--- src/rtl/mac_dot_sequencer_pkg.sv ---
// Shared types and constants for the MAC dot-product sequencer.
package mac_dot_sequencer_pkg;

    typedef enum logic [1:0] {
        ST_IDLE  = 2'd0,
        ST_FETCH = 2'd1,
        ST_DRAIN = 2'd2,
        ST_DONE  = 2'd3
    } seq_state_t;

    localparam logic [31:0] FP_ZERO = 32'h0000_0000;
    localparam logic [31:0] FP_QNAN = 32'h7FC0_0000;

    localparam int DEFAULT_MAC_LATENCY = 9;

endpackage

--- src/rtl/mac_dot_sequencer_issue_pipe.sv ---
// One-cycle alignment stage between the operand RAM read strobe and the MAC input beat.
module mac_dot_sequencer_issue_pipe (
    input  logic        clock,
    input  logic        reset,
    input  logic        rd_en,
    input  logic        first_issue,
    input  logic [31:0] rd_data_a,
    input  logic [31:0] rd_data_b,
    output logic        mac_ivalid,
    output logic        mac_control,
    output logic [31:0] mac_datainA,
    output logic [31:0] mac_datainB
);

    logic ivalid_reg;
    logic control_reg;

    always_ff @(posedge clock) begin
        if (reset) begin
            ivalid_reg  <= 1'b0;
            control_reg <= 1'b0;
        end else begin
            ivalid_reg  <= rd_en;
            control_reg <= rd_en & first_issue;
        end
    end

    // RAM output register already provides the one-cycle alignment for the data.
    assign mac_ivalid  = ivalid_reg;
    assign mac_control = control_reg;
    assign mac_datainA = rd_data_a;
    assign mac_datainB = rd_data_b;

endmodule

--- src/rtl/mac_dot_sequencer.sv ---
// Feeder for the streaming FP32 MAC: reads operand pairs, tags vector start, captures the final sum.
// Build option: define MAC_WATCHDOG_EN to abort a stalled DRAIN with error=1 and a qNaN result.
module mac_dot_sequencer
    import mac_dot_sequencer_pkg::*;
#(
    parameter int ADDR_W      = 10,
    parameter int LEN_W       = 11,
    parameter int MAC_LATENCY = DEFAULT_MAC_LATENCY
) (
    input  logic              clock,
    input  logic              reset,
    input  logic              start,
    input  logic [ADDR_W-1:0] base_addr,
    input  logic [LEN_W-1:0]  vec_len,
    output logic              busy,
    output logic              done,
    output logic [31:0]       result,
    output logic              error,
    output logic              rd_en,
    output logic [ADDR_W-1:0] rd_addr,
    input  logic [31:0]       rd_data_a,
    input  logic [31:0]       rd_data_b,
    output logic              mac_ivalid,
    output logic              mac_control,
    output logic [31:0]       mac_datainA,
    output logic [31:0]       mac_datainB,
    input  logic              mac_oready,
    input  logic              mac_ovalid,
    input  logic [31:0]       mac_dataout
);

    if (MAC_LATENCY < 1) begin : g_latency_check
        $error("MAC_LATENCY must be positive");
    end

    seq_state_t        state_reg;
    logic [ADDR_W-1:0] base_reg;
    logic [LEN_W-1:0]  len_reg;
    logic [LEN_W-1:0]  issue_cnt_reg;
    logic [LEN_W-1:0]  ret_cnt_reg;
    logic [31:0]       result_reg;
    logic              in_run;
    logic              last_issue;
    logic              last_return;

    assign in_run      = (state_reg == ST_FETCH) || (state_reg == ST_DRAIN);
    assign last_issue  = (issue_cnt_reg == len_reg - LEN_W'(1));
    assign last_return = in_run && mac_ovalid && (ret_cnt_reg + LEN_W'(1) == len_reg);

`ifdef MAC_WATCHDOG_EN
    localparam int WD_LIMIT = 4 * MAC_LATENCY;
    localparam int WD_W     = $clog2(WD_LIMIT + 1);

    logic [WD_W-1:0] wd_cnt_reg;
    logic            error_reg;
    logic            wd_trip;

    // Trips on the cycle the silent-beat count would reach the limit.
    assign wd_trip = (state_reg == ST_DRAIN) && !mac_ovalid &&
                     (wd_cnt_reg == WD_W'(WD_LIMIT - 1));
    assign error   = error_reg;
`else
    assign error   = 1'b0;
`endif

    always_ff @(posedge clock) begin
        if (reset) begin
            state_reg     <= ST_IDLE;
            base_reg      <= '0;
            len_reg       <= '0;
            issue_cnt_reg <= '0;
            ret_cnt_reg   <= '0;
            result_reg    <= FP_ZERO;
`ifdef MAC_WATCHDOG_EN
            wd_cnt_reg    <= '0;
            error_reg     <= 1'b0;
`endif
        end else begin
            case (state_reg)
                ST_IDLE: begin
                    if (start) begin
                        base_reg      <= base_addr;
                        len_reg       <= vec_len;
                        issue_cnt_reg <= '0;
                        ret_cnt_reg   <= '0;
                        result_reg    <= FP_ZERO;
`ifdef MAC_WATCHDOG_EN
                        error_reg     <= 1'b0;
`endif
                        state_reg     <= (vec_len == '0) ? ST_DONE : ST_FETCH;
                    end
                end
                ST_FETCH: begin
                    if (mac_oready) begin
                        issue_cnt_reg <= issue_cnt_reg + LEN_W'(1);
                        if (last_issue) begin
                            state_reg <= ST_DRAIN;
                        end
                    end
                end
                ST_DONE: state_reg <= ST_IDLE;
                default: ;
            endcase

            if (in_run && mac_ovalid) begin
                ret_cnt_reg <= ret_cnt_reg + LEN_W'(1);
            end
            if (last_return) begin
                result_reg <= mac_dataout;
                state_reg  <= ST_DONE;
            end

`ifdef MAC_WATCHDOG_EN
            if (state_reg == ST_DRAIN && !mac_ovalid) begin
                wd_cnt_reg <= wd_cnt_reg + WD_W'(1);
            end else begin
                wd_cnt_reg <= '0;
            end
            if (wd_trip) begin
                error_reg  <= 1'b1;
                result_reg <= FP_QNAN;
                state_reg  <= ST_DONE;
            end
`endif
        end
    end

    // Read strobe follows mac_oready in the same cycle so a stalled MAC never loses an issue slot.
    assign rd_en   = (state_reg == ST_FETCH) && mac_oready;
    assign rd_addr = base_reg + issue_cnt_reg[ADDR_W-1:0];
    assign busy    = in_run;
    assign done    = (state_reg == ST_DONE);
    assign result  = result_reg;

    mac_dot_sequencer_issue_pipe u_issue_pipe (
        .clock       (clock),
        .reset       (reset),
        .rd_en       (rd_en),
        .first_issue (issue_cnt_reg == '0),
        .rd_data_a   (rd_data_a),
        .rd_data_b   (rd_data_b),
        .mac_ivalid  (mac_ivalid),
        .mac_control (mac_control),
        .mac_datainA (mac_datainA),
        .mac_datainB (mac_datainB)
    );

endmodule

--- config.mk ---
export PLATFORM = sky130hd
export DESIGN_NAME = mac_dot_sequencer
export DESIGN_NICKNAME = d
export VERILOG_FILES = /design/src/rtl/mac_dot_sequencer_pkg.sv /design/src/rtl/mac_dot_sequencer_issue_pipe.sv /design/src/rtl/mac_dot_sequencer.sv
export SDC_FILE = /design/constraint.sdc
export NUM_CORES = 1
export LEC_CHECK = 0
export ABC_AREA = 1
export CORE_MARGIN = 2
export CORE_UTILIZATION = 42
export CTS_CLUSTER_SIZE = 8
export DETAILED_ROUTE_END_ITERATION = 6
export PLACE_DENSITY = 0.81
export RECOVER_POWER = 50
export SLEW_MARGIN = 20
export SYNTH_ARGS = -nofsm -noshare
export SYNTH_HDL_FRONTEND = slang
export SYNTH_SLANG_ARGS = --single-unit
--- constraint.sdc ---
create_clock -name clock -period 2.3 [get_ports clock]
set_input_delay 0.23 -clock clock [delete_from_list [all_inputs] [get_ports clock]]
set_output_delay 0.23 -clock clock [all_outputs]
set_load 0.01 [all_outputs]
# Word level (Yosys, flattened, before mapping)
# Index checks and enable logic that the tools add are counted.
totals:
  input_bits: 122
  regBits: 79
classes:
  n_reduce_logical: 18
  addsub: 4
  eq_ne: 10
  bitwise: 1
  muxes: 14
ops:
  columns: ["cell", "count"]
  rows:
  - ["32-bit 2-to-1 mux", 3]
  - ["11-bit 2-to-1 mux", 4]
  - ["11-bit by 1-bit adder with 11-bit output, second input constant", 2]
  - ["11-bit == test", 2]
  - ["11-bit logical NOT", 2]
  - ["11-bit one-hot mux with 2 select lines", 1]
  - ["11-bit by 1-bit subtractor with 11-bit output, second input constant", 1]
  - ["10-bit adder", 1]
  - ["2-bit 2-to-1 mux", 5]
  - ["2-bit nonzero test", 5]
  - ["3-bit != test, second input constant", 3]
  - ["2-bit one-hot mux with 3 select lines", 1]
  - ["2-bit AND reduction", 3]
  - ["2-bit == test, second input constant", 2]
  - ["2-bit != test, second input constant", 2]
  - ["4-bit AND reduction", 1]
  - ["4-bit nonzero test", 1]
  - ["1-bit logical AND", 3]
  - ["3-bit AND reduction", 1]
  - ["2-bit by 1-bit == test with 1-bit output, second input constant", 1]
  - ["2-bit logical NOT", 1]
  - ["1-bit bitwise AND", 1]
  - ["1-bit logical OR", 1]

# Logic depth before layout (Yosys ltp)
depth:
  depth_word: 6
  mapped_depth: 15

# By module
# From an unflattened synthesis, not the netlist that was laid out.
hier_totals:
  hier_cells: 710
  area_unflattened_um2: 4787.1
modules_own_cells:
  columns: ["mod", "n_inst", "area_per_inst_um2", "cells_per_inst"]
  rows:
  - ["mac_dot_sequencer", 1, 4249.1, 640]
  - ["mac_dot_sequencer_issue_pipe", 1, 538.0, 70]

# Worst setup path before layout
# OpenSTA, ideal clock, no wires.
synth_timing:
  kind: "register to output"
  startpoint: "register issue_cnt_reg[0]"
  endpoint: "output rd_addr[8]"
  path_slack_ns: 0.173
  stages_incl_launch_ff: 13
  t_arrival_ns: 1.897
  required_ns: 2.070
  path_buffers: 0
  cell_sequence: "dfxtp_1 ha_1 inv_1 fa_1 o21ai_0 nand2_1 nand2_1 a21oi_1 nor2_1 nor2_1 nor2_1 nor2_1 xnor2_1"
synth_between:
  elab_chain_len: 1
synth_rtl:
  columns: ["element", "line", "source"]
  rows:
  - ["start: declaration", "mac_dot_sequencer.sv:39", "logic [LEN_W-1:0] issue_cnt_reg;"]
  - ["start signal: assignment", "mac_dot_sequencer.sv:95", "issue_cnt_reg <= issue_cnt_reg + LEN_W'(1);"]
  - ["10-bit adder", "mac_dot_sequencer.sv:130", "assign rd_addr = base_reg + issue_cnt_reg[ADDR_W-1:0];"]
  - ["end: declaration", "mac_dot_sequencer.sv:20", "output logic [ADDR_W-1:0] rd_addr,"]
# Every way passes these cells.

# Worst setup path after layout
layout_timing:
  startpoint: "register base_reg[0]"
  endpoint: "output rd_addr[8]"
layout_between:
  elab_chain_len: 1
layout_rtl:
  columns: ["element", "line", "source"]
  rows:
  - ["start: declaration", "mac_dot_sequencer.sv:37", "logic [ADDR_W-1:0] base_reg;"]
  - ["start signal: assignment", "mac_dot_sequencer.sv:82", "base_reg <= base_addr;"]
  - ["10-bit adder", "mac_dot_sequencer.sv:130", null]
# Every way passes these cells.

==> summary.txt <==
Yosys
  – Commonest cells post-synth: nand2_1, dfxtp_1, buf_4
  – Most common cell in the netlist: nand2_1
  – Yosys warning total: 0
  – Unique masters post-synth: 38
  – Top post-synthesis cells by area: dfxtp_1, nand2_1, buf_4, nand2_2, a21oi_2
  – Net Count, Synth: 849
  – Synth Area per Inst: 7.18 um^2
  – Cell count after synthesis: 710
  – Yosys top cell by area: dfxtp_1
  – Area share of the largest cell type after synthesis: 0.310
  – Ys async rst share: 0
  – Register area share after synthesis: 0.310
  – FF+latch count, synth: 79
  – Post-Syn Area: 0.00509 mm^2
  – Most used DFF post-synth: dfxtp_1
  – Post-synth EDFFs: 0

STA
  – Final worst path period need: 2.36 ns
  – Slew @ Worst Pin: 0.719 ns
  – Fin crit share: 1.03
  – Final hold violation count: 0
  – Final setup vio count: 1
  – Skew final: 0.00635 ns
  – Rel. slew slack: 0.520
  – Setup WS post-layout: -0.0593 ns
  – Setup TNS: -0.0593 ns
  – Maximum clock frequency: 424 MHz
  – Unrepaired setup endpoints after global routing: true
  – Fin. max-slew vios: 0

Power and ir drop
  – Peak VDD IR: 0.450 mV
  – PwrDens: 804 mW/mm^2
  – Power Total: 5.07 mW
  – Leakage power figure: 2.58 nW

Clock tree
  – CTS tree: done
  – CTS Buf Count: 9
  – CTS Buffer Depth: 2
  – Clock Tree Root: clkbuf_16
  – Clock sink count: 79
  – H-tree lvl count: 3
  – Worst-Skew Late Latency: 0.34 ns
  – Worst-path clk slew: 0.06 ns

Place
  – Placer Congestion: 0.891
  – Post-Place Cells: 910
  – Place WS: -0.301 ns
  – HPWL Detailed: 8960 um
  – IO Port Bufs: 104

Finish
  – Finished Layout Cells: 928
  – Layout Nets: 915
  – Max reg flops: 32
  – Area Growth Syn to Fin: 23.6%
  – Util after Layout: 0.529
  – Share of cells above drive strength 1: 0.206
  – Number of diodes: 0

Setup path
  – Crit path largest cell delay: 0.38 ns
  – Startpoint Class: flop
  – Critical Path Fanout Max: 2
  – Crit Path Class: flop to primary output
  – Most frequent CP cell: nor2_1
  – Family with the most delay on the worst path: adder cells
  – CP Cell Sequence: ha_4, inv_2, fa_2, o21ai_4, nand2_1, nand2_1, a21oi_2, nor2_1, nor2_1, nor2_1, nor2_1, xnor2_1, buf_2
  – WP data arrival: 2.13 ns
  – Crit. End Element: primary output
  – Crit path buf inv count: 2
  – Worst endpoint required time: 2.07 ns
  – CP max-delay cell: fa_2

Global routing
  – Total Routing Usage GR: 0.185
  – Grt total ovfl: 0
  – Initial antenna violation count: 0
  – First-pass GRT wire length: 19600 um
  – Pin count of the biggest net entering global routing: 44
  – Vias in the first global route: 4224

Die
  – Die width: 114 um
  – Core Box Area: 0.0119 mm^2
  – IO Pins: 234
  – Core Rows: 40
  – Total die area: 0.0130 mm^2
  – Height of the die: 114 um
  – Initial core utilization: 0.428

Status
  – Failing checks: setup timing
  – Status: finished with violations

Routing
  – DR pass1 iterations: 5
  – DRT antenna net count: 0
  – Routed WL: 12100 um
  – Initial DRC Count: 249
  – Routed wire per std cell: 13.0 um
  – DR vias/cell: 5.00
  – Post-route DRC: 0
  – Vias: 4638

Worst hold path
  – Hold Path Class: primary input to flop

Flow run
  – Max-Cap Viols: 0
## worst paths after layout
kind,startpoint,end,slack (ns),cells past startpoint
worst max-delay path,base_reg[0],rd_addr[8],-0.06,13
worst min-delay path,reset,issue_cnt_reg[1],0.13,2
worst max register to register,state_reg[0],issue_cnt_reg[2],0.06,7
worst min register to register,result[1],result[1],0.46,2
## power breakdown
part	switching, mW	internal (mW)
Sequential	0.139	1.52
Clock	0.603	0.850
Combinational	1.13	0.822
Total	1.87	3.20
## cell families (layout without fill, tap and decap cells)
group	after synthesis	after routing	share of synthesized area
AOI/OAI and AO/OA	114	114	0.135
xor gates and xnor gates	16	16	0.0275
adders and majority gates	17	17	0.0432
buffers and inverters	148	219	0.173
DFF	79	79	0.310
other	1	1	0.000736
and+or+nand+nor	335	335	0.310
## what timing repair did
action | 4_1_cts | 5_1_grt
endpoints found under the setup margin | 8 | 39
setup buffers | 0 | 2
gates resized for setup | 24 | 18
cloned | 0 | 0
hold buffers | 0 | 0
pin swaps | 1 | 1
## worst reg2reg max path, stage by stage (launching register included)
cell	delay, ns
dfxtp_1	0.37
inv_1	0.06
ha_1	0.20
nand2_1	0.44
clkinv_1	0.22
a21oi_1	0.45
inv_1	0.21
nor3b_1	0.21
## through the flow
stage / hold WS [ns] / area [um^2]
global route: 0.122 / 6300
CTS: 0.119 / 6250
detailed placement: 0.451 / 5930
finish: 0.128 / 6300
global placement: 0.450 / 5930
floorplan: 0.373 / 5090
## layout make-up
cell class	count	area [um^2]
Clock buffer	9	225
Inverter	66	263
Fill cell	1096	5610
Timing Repair Buffer	137	1270
Tap cell	147	184
Multi-Input combinational cell	483	2700
Clock inverter	7	76.3
Sequential cell	79	1580
## layout by cell type (no fill, tap or decap), types with 5 or more instances in the layout
cell / n
nor4_1: 5
dfxtp_1: 77
ha_1: 14
xnor2_1: 8
a21oi_1: 42
clkdlybuf4s50_1: 70
nor2_1: 58
buf_4: 31
nand4_1: 5
dlygate4sd3_1: 25
nand2_1: 143
nand3_1: 52
o21ai_0: 30
a21oi_2: 34
clkbuf_16: 9
inv_1: 59
xor2_1: 8
nand2_2: 46
## routing by layer
| layer | up-vias | global-route usage | routed length, um |
|---|---|---|---|
| li1 | 2353 | - | - |
| met1 | 2112 | 0.238 | 5370 |
| met2 | 151 | 0.294 | 5450 |
| met3 | 22 | 0.0646 | 1060 |
| met4 | 0 | 0.0537 | 214 |
| met5 | - | 0 | 0 |
Note: power is estimated with default switching activity, not from simulation.
